### src/rtl/pla_sweep_pkg.sv
// Shared types and constants for the PLA exhaustive-sweep sequencer.
// Contents: FSM state enum, default sweep width, last-vector value, counter-width helper.
package pla_sweep_pkg;

    typedef enum logic [1:0] {
        IDLE,
        SWEEP,
        HOLD,
        DONE
    } state_t;

    localparam int PLA_N_IN = 12;

    localparam logic [PLA_N_IN-1:0] LAST_VEC = {PLA_N_IN{1'b1}};

    // Counters must hold 2^n, one bit more than the vector width.
    function automatic int cnt_w(input int n);
        return n + 1;
    endfunction

endpackage

### src/rtl/pla_mm_reg.sv
// Single-entry valid/ready output register holding one failing vector.
// Ports: clk, rst_n, load/vin (capture), clear (drop valid), ready, valid/vec (output).
module pla_mm_reg #(
    parameter int W = 12
) (
    input  logic         clk,
    input  logic         rst_n,
    input  logic         load,
    input  logic         clear,
    input  logic [W-1:0] vin,
    input  logic         ready,
    output logic         valid,
    output logic [W-1:0] vec
);

    always_ff @(posedge clk or negedge rst_n) begin
        if (!rst_n) begin
            valid <= 1'b0;
            vec   <= '0;
        end else begin
            if (clear)
                valid <= 1'b0;
            else if (load)
                valid <= 1'b1;
            else if (valid && ready)
                valid <= 1'b0;
            if (load)
                vec <= vin;
        end
    end

endmodule

### src/rtl/pla_sweep_ctrl.sv
// Exhaustive equivalence sweep of two single-output combinational netlists.
// Ports: start/stop_on_fail/abort control, x_vec drive, y_ref/y_dut compare,
// mm_* failing-vector stream, busy/done/aborted/pass status, onset/mismatch counts.
module pla_sweep_ctrl
    import pla_sweep_pkg::*;
#(
    parameter int N_IN  = PLA_N_IN,
    parameter int CNT_W = cnt_w(N_IN)
) (
    input  logic             clk,
    input  logic             rst_n,
    input  logic             start,
    input  logic             stop_on_fail,
    input  logic             abort,
    output logic [N_IN-1:0]  x_vec,
    input  logic             y_ref,
    input  logic             y_dut,
    output logic             mm_valid,
    input  logic             mm_ready,
    output logic [N_IN-1:0]  mm_vec,
    output logic             busy,
    output logic             done,
    output logic             aborted,
    output logic             pass,
    output logic [CNT_W-1:0] onset_cnt,
    output logic [CNT_W-1:0] mism_cnt
);

    localparam logic [N_IN-1:0] LAST = {N_IN{1'b1}};

    state_t state, state_n;
    logic   sof;
    logic   clr, cnt_en, mis, adv, ld_mm, clr_mm, kill;

    always_ff @(posedge clk or negedge rst_n) begin
        if (!rst_n)
            state <= IDLE;
        else
            state <= state_n;
    end

    always_comb begin
        state_n = state;
        clr     = 1'b0;
        cnt_en  = 1'b0;
        mis     = 1'b0;
        adv     = 1'b0;
        ld_mm   = 1'b0;
        clr_mm  = 1'b0;
        kill    = 1'b0;
        // abort outranks every transition, including a pending transfer
        if (abort && state != IDLE) begin
            state_n = IDLE;
            clr_mm  = 1'b1;
            kill    = 1'b1;
        end else begin
            unique case (state)
                IDLE: begin
                    if (start) begin
                        clr     = 1'b1;
                        state_n = SWEEP;
                    end
                end
                SWEEP: begin
                    cnt_en = 1'b1;
                    if (y_ref != y_dut) begin
                        mis     = 1'b1;
                        ld_mm   = 1'b1;
                        state_n = HOLD;
                    end else if (x_vec == LAST) begin
                        state_n = DONE;
                    end else begin
                        adv = 1'b1;
                    end
                end
                HOLD: begin
                    if (mm_ready) begin
                        if (sof || x_vec == LAST) begin
                            state_n = DONE;
                        end else begin
                            adv     = 1'b1;
                            state_n = SWEEP;
                        end
                    end
                end
                DONE: state_n = IDLE;
            endcase
        end
    end

    always_ff @(posedge clk or negedge rst_n) begin
        if (!rst_n) begin
            x_vec     <= '0;
            onset_cnt <= '0;
            mism_cnt  <= '0;
            pass      <= 1'b0;
            aborted   <= 1'b0;
            sof       <= 1'b0;
        end else begin
            if (clr) begin
                x_vec     <= '0;
                onset_cnt <= '0;
                mism_cnt  <= '0;
                pass      <= 1'b0;
                aborted   <= 1'b0;
                sof       <= stop_on_fail;
            end
            if (kill)
                aborted <= 1'b1;
            if (cnt_en)
                onset_cnt <= onset_cnt + CNT_W'(y_ref);
            if (mis)
                mism_cnt <= mism_cnt + CNT_W'(1);
            if (adv)
                x_vec <= x_vec + N_IN'(1);
            // mism_cnt is final on every path into DONE
            if (state_n == DONE && state != DONE)
                pass <= (mism_cnt == '0);
        end
    end

    assign busy = (state != IDLE);
    assign done = (state == DONE);

    pla_mm_reg #(.W(N_IN)) u_mm (
        .clk   (clk),
        .rst_n (rst_n),
        .load  (ld_mm),
        .clear (clr_mm),
        .vin   (x_vec),
        .ready (mm_ready),
        .valid (mm_valid),
        .vec   (mm_vec)
    );

endmodule

### config.mk
export PLATFORM = sky130hd
export DESIGN_NAME = pla_sweep_ctrl
export DESIGN_NICKNAME = d
export VERILOG_FILES = /design/src/rtl/pla_sweep_pkg.sv /design/src/rtl/pla_mm_reg.sv /design/src/rtl/pla_sweep_ctrl.sv
export SDC_FILE = /design/constraint.sdc
export NUM_CORES = 1
export LEC_CHECK = 0
export ABC_CLOCK_PERIOD_IN_PS = 4100
export CAP_MARGIN = 30
export CORE_UTILIZATION = 55
export DETAILED_ROUTE_END_ITERATION = 16
export PLACE_DENSITY_LB_ADDON = 0.12
export SETUP_SLACK_MARGIN = 0.05
export SYNTH_ARGS = -nofsm -noshare
export SYNTH_HDL_FRONTEND = slang
export SYNTH_SLANG_ARGS = --single-unit
### constraint.sdc
create_clock -name clk -period 4.1 [get_ports clk]
set_input_delay 0.82 -clock clk [delete_from_list [all_inputs] [get_ports clk]]
set_output_delay 0.82 -clock clk [all_outputs]
set_load 0.02 [all_outputs]
Word-level counts from Yosys, hierarchy flattened
Cells that the tools add are included.
{"block": "classes", "n_eq_ne": 7, "add_sub_neg": 3, "mux": 33, "reduce_logical": 13}
{"operator": "two-way mux 13 bit", "count": 3}
{"operator": "two-way mux 12 bit", "count": 2}
{"operator": "two-way mux 1 bit", "count": 20}
{"operator": "adder 13 x 1 -> 13 bit", "count": 1}
{"operator": "adder 13 x 1 -> 13 bit (second input constant)", "count": 1}
{"operator": "logical NOT 13 bit", "count": 1}
{"operator": "adder 12 x 1 -> 12 bit (second input constant)", "count": 1}
{"operator": "equality test 12 bit (second input constant)", "count": 1}
{"operator": "two-way mux 2 bit", "count": 6}
{"operator": "nonzero test 2 bit", "count": 6}
{"operator": "one-hot mux 2 bit (4 select lines)", "count": 1}
{"operator": "equality test 2 bit (second input constant)", "count": 3}
{"operator": "logical AND 1 bit", "count": 3}
{"operator": "nonzero test 3 bit", "count": 1}
{"operator": "equality test 2 x 1 -> 1 bit (second input constant)", "count": 1}
{"operator": "logical NOT 2 bit", "count": 1}
{"operator": "inequality test 2 bit (second input constant)", "count": 1}
{"operator": "one-hot mux 1 bit (2 select lines)", "count": 1}
{"operator": "logical OR 1 bit", "count": 1}
{"operator": "inequality test 1 bit", "count": 1}
{"block": "totals", "wordCells": 65, "out_inout_bits": 55, "register_bits": 56}

Longest topological paths before layout
{"block": "logic_depth", "ltp_word": 9, "mapped_depth": 11, "ltp_nobuf": 7}

Cells and area by module
Synthesis repeated with hierarchy kept, for this count alone.
{"block": "unflattened", "hier_cells": 285, "hier_area_um2": 2914.0}
{"module": "pla_sweep_ctrl", "instances": 1, "seq_area_each_um2": 1076.0, "area_per_inst_um2": 2393.5, "cells_each": 256}
{"module": "pla_mm_reg", "instances": 1, "seq_area_each_um2": 325.3, "area_per_inst_um2": 520.5, "cells_each": 29}

Worst setup path after synthesis
Ideal clock, no wire load.
{"block": "synth_timing", "path_kind": "flip-flop to flip-flop", "startpoint": "reg x_vec[0]", "endpoint": "reg x_vec[6]", "t_arrival_ns": 1.935, "period_less_slack_ns": 2.056, "path_buffers": 1, "slack_ns": 2.044, "stages_incl_launch_ff": 8, "cell_sequence": "dfrtp_1 -> ha_1 -> nand3_2 -> nor4_2 -> or3_1 -> buf_2 -> o21ai_0 -> a22o_1"}
{"block": "synth_between", "elab_chain_cells": 7}
{"element": "from (decl)", "line": "pla_sweep_ctrl.sv:15", "source": "output logic [N_IN-1:0] x_vec,"}
{"element": "from (signal assigned)", "line": "pla_sweep_ctrl.sv:115", "source": "x_vec <= x_vec + N_IN'(1);"}
{"element": "equality test 12 bit", "line": "pla_sweep_ctrl.sv:70, pla_sweep_ctrl.sv:78"}
{"element": "logical OR 1 bit", "line": "pla_sweep_ctrl.sv:78", "source": "if (sof || x_vec == LAST) begin"}
{"element": "two-way mux 1 bit", "line": "pla_sweep_ctrl.sv:78"}
{"element": "two-way mux 1 bit", "line": "pla_sweep_ctrl.sv:77", "source": "if (mm_ready) begin"}
{"element": "one-hot mux 1 bit (2 select lines)", "line": "pla_sweep_ctrl.sv:57", "source": "unique case (state)"}
{"element": "two-way mux 1 bit", "line": "pla_sweep_ctrl.sv:52", "source": "if (abort && state != IDLE) begin"}
{"element": "two-way mux 12 bit or nonzero test 2 bit (tied branches)"}
Parallel ways exist; a longest one is shown, timed or not.
A chain may end at the register's enable or synchronous reset.

Worst setup path after layout
{"block": "layout_timing", "startpoint": "in y_ref", "endpoint": "reg mism_cnt[12]"}
{"block": "layout_between", "elab_chain_cells": 5}
{"element": "from (decl)", "line": "pla_sweep_ctrl.sv:16", "source": "input logic y_ref,"}
{"element": "inequality test 1 bit (*)", "line": "pla_sweep_ctrl.sv:66", "source": "if (y_ref != y_dut) begin"}
{"element": "two-way mux 1 bit (*)", "line": "pla_sweep_ctrl.sv:66"}
{"element": "two-way mux 1 bit (*)", "line": "pla_sweep_ctrl.sv:57"}
{"element": "two-way mux 1 bit (*)", "line": "pla_sweep_ctrl.sv:52"}
{"element": "two-way mux 13 bit or nonzero test 2 bit (tied branches)"}
{"element": "to (signal assigned)", "line": "pla_sweep_ctrl.sv:113", "source": "mism_cnt <= mism_cnt + CNT_W'(1);"}
{"element": "to (decl)", "line": "pla_sweep_ctrl.sv:26", "source": "output logic [CNT_W-1:0] mism_cnt"}
Mark *: on every way between the ends. The rest lies on a longest branch, timed or not.

==> metrics.txt <==
Routability Congestion 0.8027; IO buf count 62; Remaining Overflow, GRT 0; root buf cell clkbuf_8; Post-Synthesis Net Count 312; post-route cell area 3671 um^2; synthesized instance count 295; ANT nets after route 0; Ys Warns 0; post-route minimum period 2817 ps; sequential cell area fraction in the yosys report 48.23%; Hold Vio Cnt, Final 0; # H-tree levels 2; worst vdd ir 0.2594 mV; worst-case reg-to-reg path depth 7; largest net degree at the start of global routing 30; Crit. End Element flop; Final Slew Violations 0; # DRC 0; Hold Path Origin onset_cnt[12]; die area 5577 um^2; Setup Viol. Count Final 0; total clock sinks 56; share of layout cells above drive strength 1 8.403%; drt first pass iters 4; Power Density 427.0 nW/um^2; number of global-route vias before repair 2407; Slew @ Worst Pin 925.8 ps; syn avg cell area 9.848 um^2; crit path DAT 3020 ps; outcome completed; Static Leak 1.617 nW; worst path bufs/invs 1; EDFF count, synth 0; routed via count 2560; Slowest-stage cell, CP nor3_1; Via-to-Cell Ratio 5.995; CTS tree done; Synth Register Bits 56; required time of the critical path 4300 ps; Placed Area 3578 um^2; worst-path fanout max 11; Core ar. 5107 um^2; Most used DFF post-synth dfrtp_1; max-cap viol count 0; worst hold-check path type flop to flop; Row Count 26; Final nets 373; worst r2r src state[1]; crit-path leading delay family simple AND/OR/NAND/NOR gates; Distinct cells, synth 44; CP max stage delay 570 ps; Fin Setup TNS 0 ps; period utilisation layout 68.71%; synthesized area 2905 um^2; Slew headroom 37.80%; Iteration-0 DRC Markers 170; synth-to-layout area growth 26.36%; Achievable Freq 0.3550 GHz; WHS Endpoint onset_cnt[12]; Clock Skews 9.522 ps; Yosys top cell by area dfrtp_1; Horiz. Die Dim 74.68 um; first-pass GRT wire length 11.00 mm; CTS resizes 0; share of flip-flops with an asynchronous set or reset 100.0%; Clock Path Buffers 2; setup bufs post-CTS 0; I/O Pins 63; Starting Density 56.88%; share of the synthesized area in the top cell type 48.23%; initial antenna violation count 0; Crit Path Class input pin to flop; hold-fix buffers at CTS 0; hpwl dp 4.731 mm; RSZ-0062 raised after global routing no; DRT Wirelength 6.601 mm; worst-path cell chain clkdlybuf4s50_1, xor2_1, nand3_1, nor3_1, nand3_1, mux2i_1; antenna cells 0; internal reg-to-reg setup slack 1490 ps; GRT Util Overall 25.87%; CTS clk-pin slew, worst paths 100 ps; wire length per cell 15.46 um; die span in y 74.68 um; startpoint types input pin; Hold Path Stages 1; Worst R2R End mism_cnt[12]; most used cell along the critical path nand3_1; cts bufs inserted 5; clk_lat worst skew 310 ps; top cells by area, synth dfrtp_1 48%, o21ai_0 6.2%, mux2_2 5.0%
-- sequential cells by signal, indices dropped and copies added (netlist names) --
name / count
pass: 1
onset_cnt: 13
u_mm.valid: 1
sof: 1
mism_cnt: 13
aborted: 1
u_mm.vec: 12
x_vec: 12
state: 2
-- metal layers --
metal,routed length [um],up-vias,GRT usage (%)
met5,0,-,0
met4,109,0,8.595
met3,280,10,4.685
met2,3272,73,42.74
met1,2940,1272,34.65
li1,-,1205,-
-- how the worst max path moves through the flow --
stage,from,slack [ps],depth (start not counted),to
floorplan,x_vec[0],2040,7,x_vec[6]
global placement,y_ref,1140,6,mism_cnt[12]
detailed placement,y_ref,1020,6,mism_cnt[12]
CTS,state[0],1360,4,busy
global route,state[1],1180,7,x_vec[2]
finish,y_ref,1280,6,mism_cnt[12]
-- cells in the mapped netlist (7+ instances only) --
| library cell | count |
|---|---|
| nor2_1 | 10 |
| mux2i_1 | 9 |
| o21ai_0 | 36 |
| dfrtp_1 | 56 |
| nand3_1 | 18 |
| mux2_2 | 13 |
| nand2_1 | 36 |
| nand4_1 | 8 |
| inv_1 | 9 |
| nor3_1 | 7 |
| ha_1 | 9 |
-- power by group --
part	switching, W	internal, W
logic	0.000349	0.000237
registers	0.0000602	0.000608
clock network	0.000178	0.000135
-- area by class of cell --
| class | instances | area (um^2) |
|---|---|---|
| clock buffers | 6 | 82.58 |
| clock inverters | 2 | 10.01 |
| fillers | 412 | 1436 |
| inverters | 9 | 33.78 |
| multi-input cells | 220 | 1425 |
| flip-flops and latches | 56 | 1401 |
| well taps | 70 | 87.58 |
| repair buffers | 64 | 630.6 |
-- cells in the final DEF (no fill, tap or decap), types with 2 or more instances in the layout --
| master | Yosys | layout |
|---|---|---|
| a21o_1 | 3 | 3 |
| a21oi_1 | 5 | 5 |
| a22o_1 | 5 | 5 |
| a31oi_1 | 2 | 2 |
| and2_1 | 5 | 5 |
| and3_1 | 6 | 6 |
| and4_1 | 4 | 4 |
| buf_4 | 0 | 2 |
| clkbuf_8 | 0 | 6 |
| clkdlybuf4s50_1 | 0 | 61 |
| clkinv_2 | 0 | 2 |
| dfrtp_1 | 56 | 56 |
| ha_1 | 9 | 9 |
| inv_1 | 9 | 9 |
| mux2_2 | 13 | 13 |
| mux2i_1 | 9 | 9 |
| nand2_1 | 36 | 36 |
| nand2b_1 | 3 | 3 |
| nand3_1 | 18 | 18 |
| nand4_1 | 8 | 8 |
| nor2_1 | 10 | 10 |
| nor2b_1 | 5 | 5 |
| nor3_1 | 7 | 7 |
| nor4_1 | 4 | 4 |
| o211ai_1 | 4 | 4 |
| o21a_1 | 2 | 2 |
| o21ai_0 | 36 | 36 |
| o31ai_1 | 6 | 6 |
| or4_1 | 2 | 2 |
| xor2_1 | 2 | 2 |
-- per-stage QoR --
| step | hold WS (ps) | instances | util [%] | setup WS (ps) | power, W |
|---|---|---|---|---|---|
| global route | 519.0 | 427 | 71.88 | 1183 | 0.001681 |
| detailed placement | 480.4 | 419 | 70.06 | 1020 | 0.001265 |
| global placement | 461.3 | 419 | 70.06 | 1143 | 0.001247 |
| finish | 484.7 | 427 | 71.88 | 1283 | 0.001568 |
| floorplan | 496.4 | 295 | - | 2044 | 0.001056 |
| CTS | 491.6 | 427 | 71.88 | 1360 | 0.001577 |
-- cell families (layout without fill, tap and decap cells) --
| family | Yosys count | in the layout | synth area share (%) |
|---|---|---|---|
| mux | 22 | 22 | 8.140 |
| xor+xnor | 3 | 3 | 0.9046 |
| buf+inv | 19 | 81 | 2.713 |
| compound gates | 70 | 70 | 15.16 |
| simple gates | 116 | 116 | 20.97 |
| fa+ha+maj | 9 | 9 | 3.876 |
| flops | 56 | 56 | 48.23 |
Note: power is estimated with default switching activity, not from simulation.
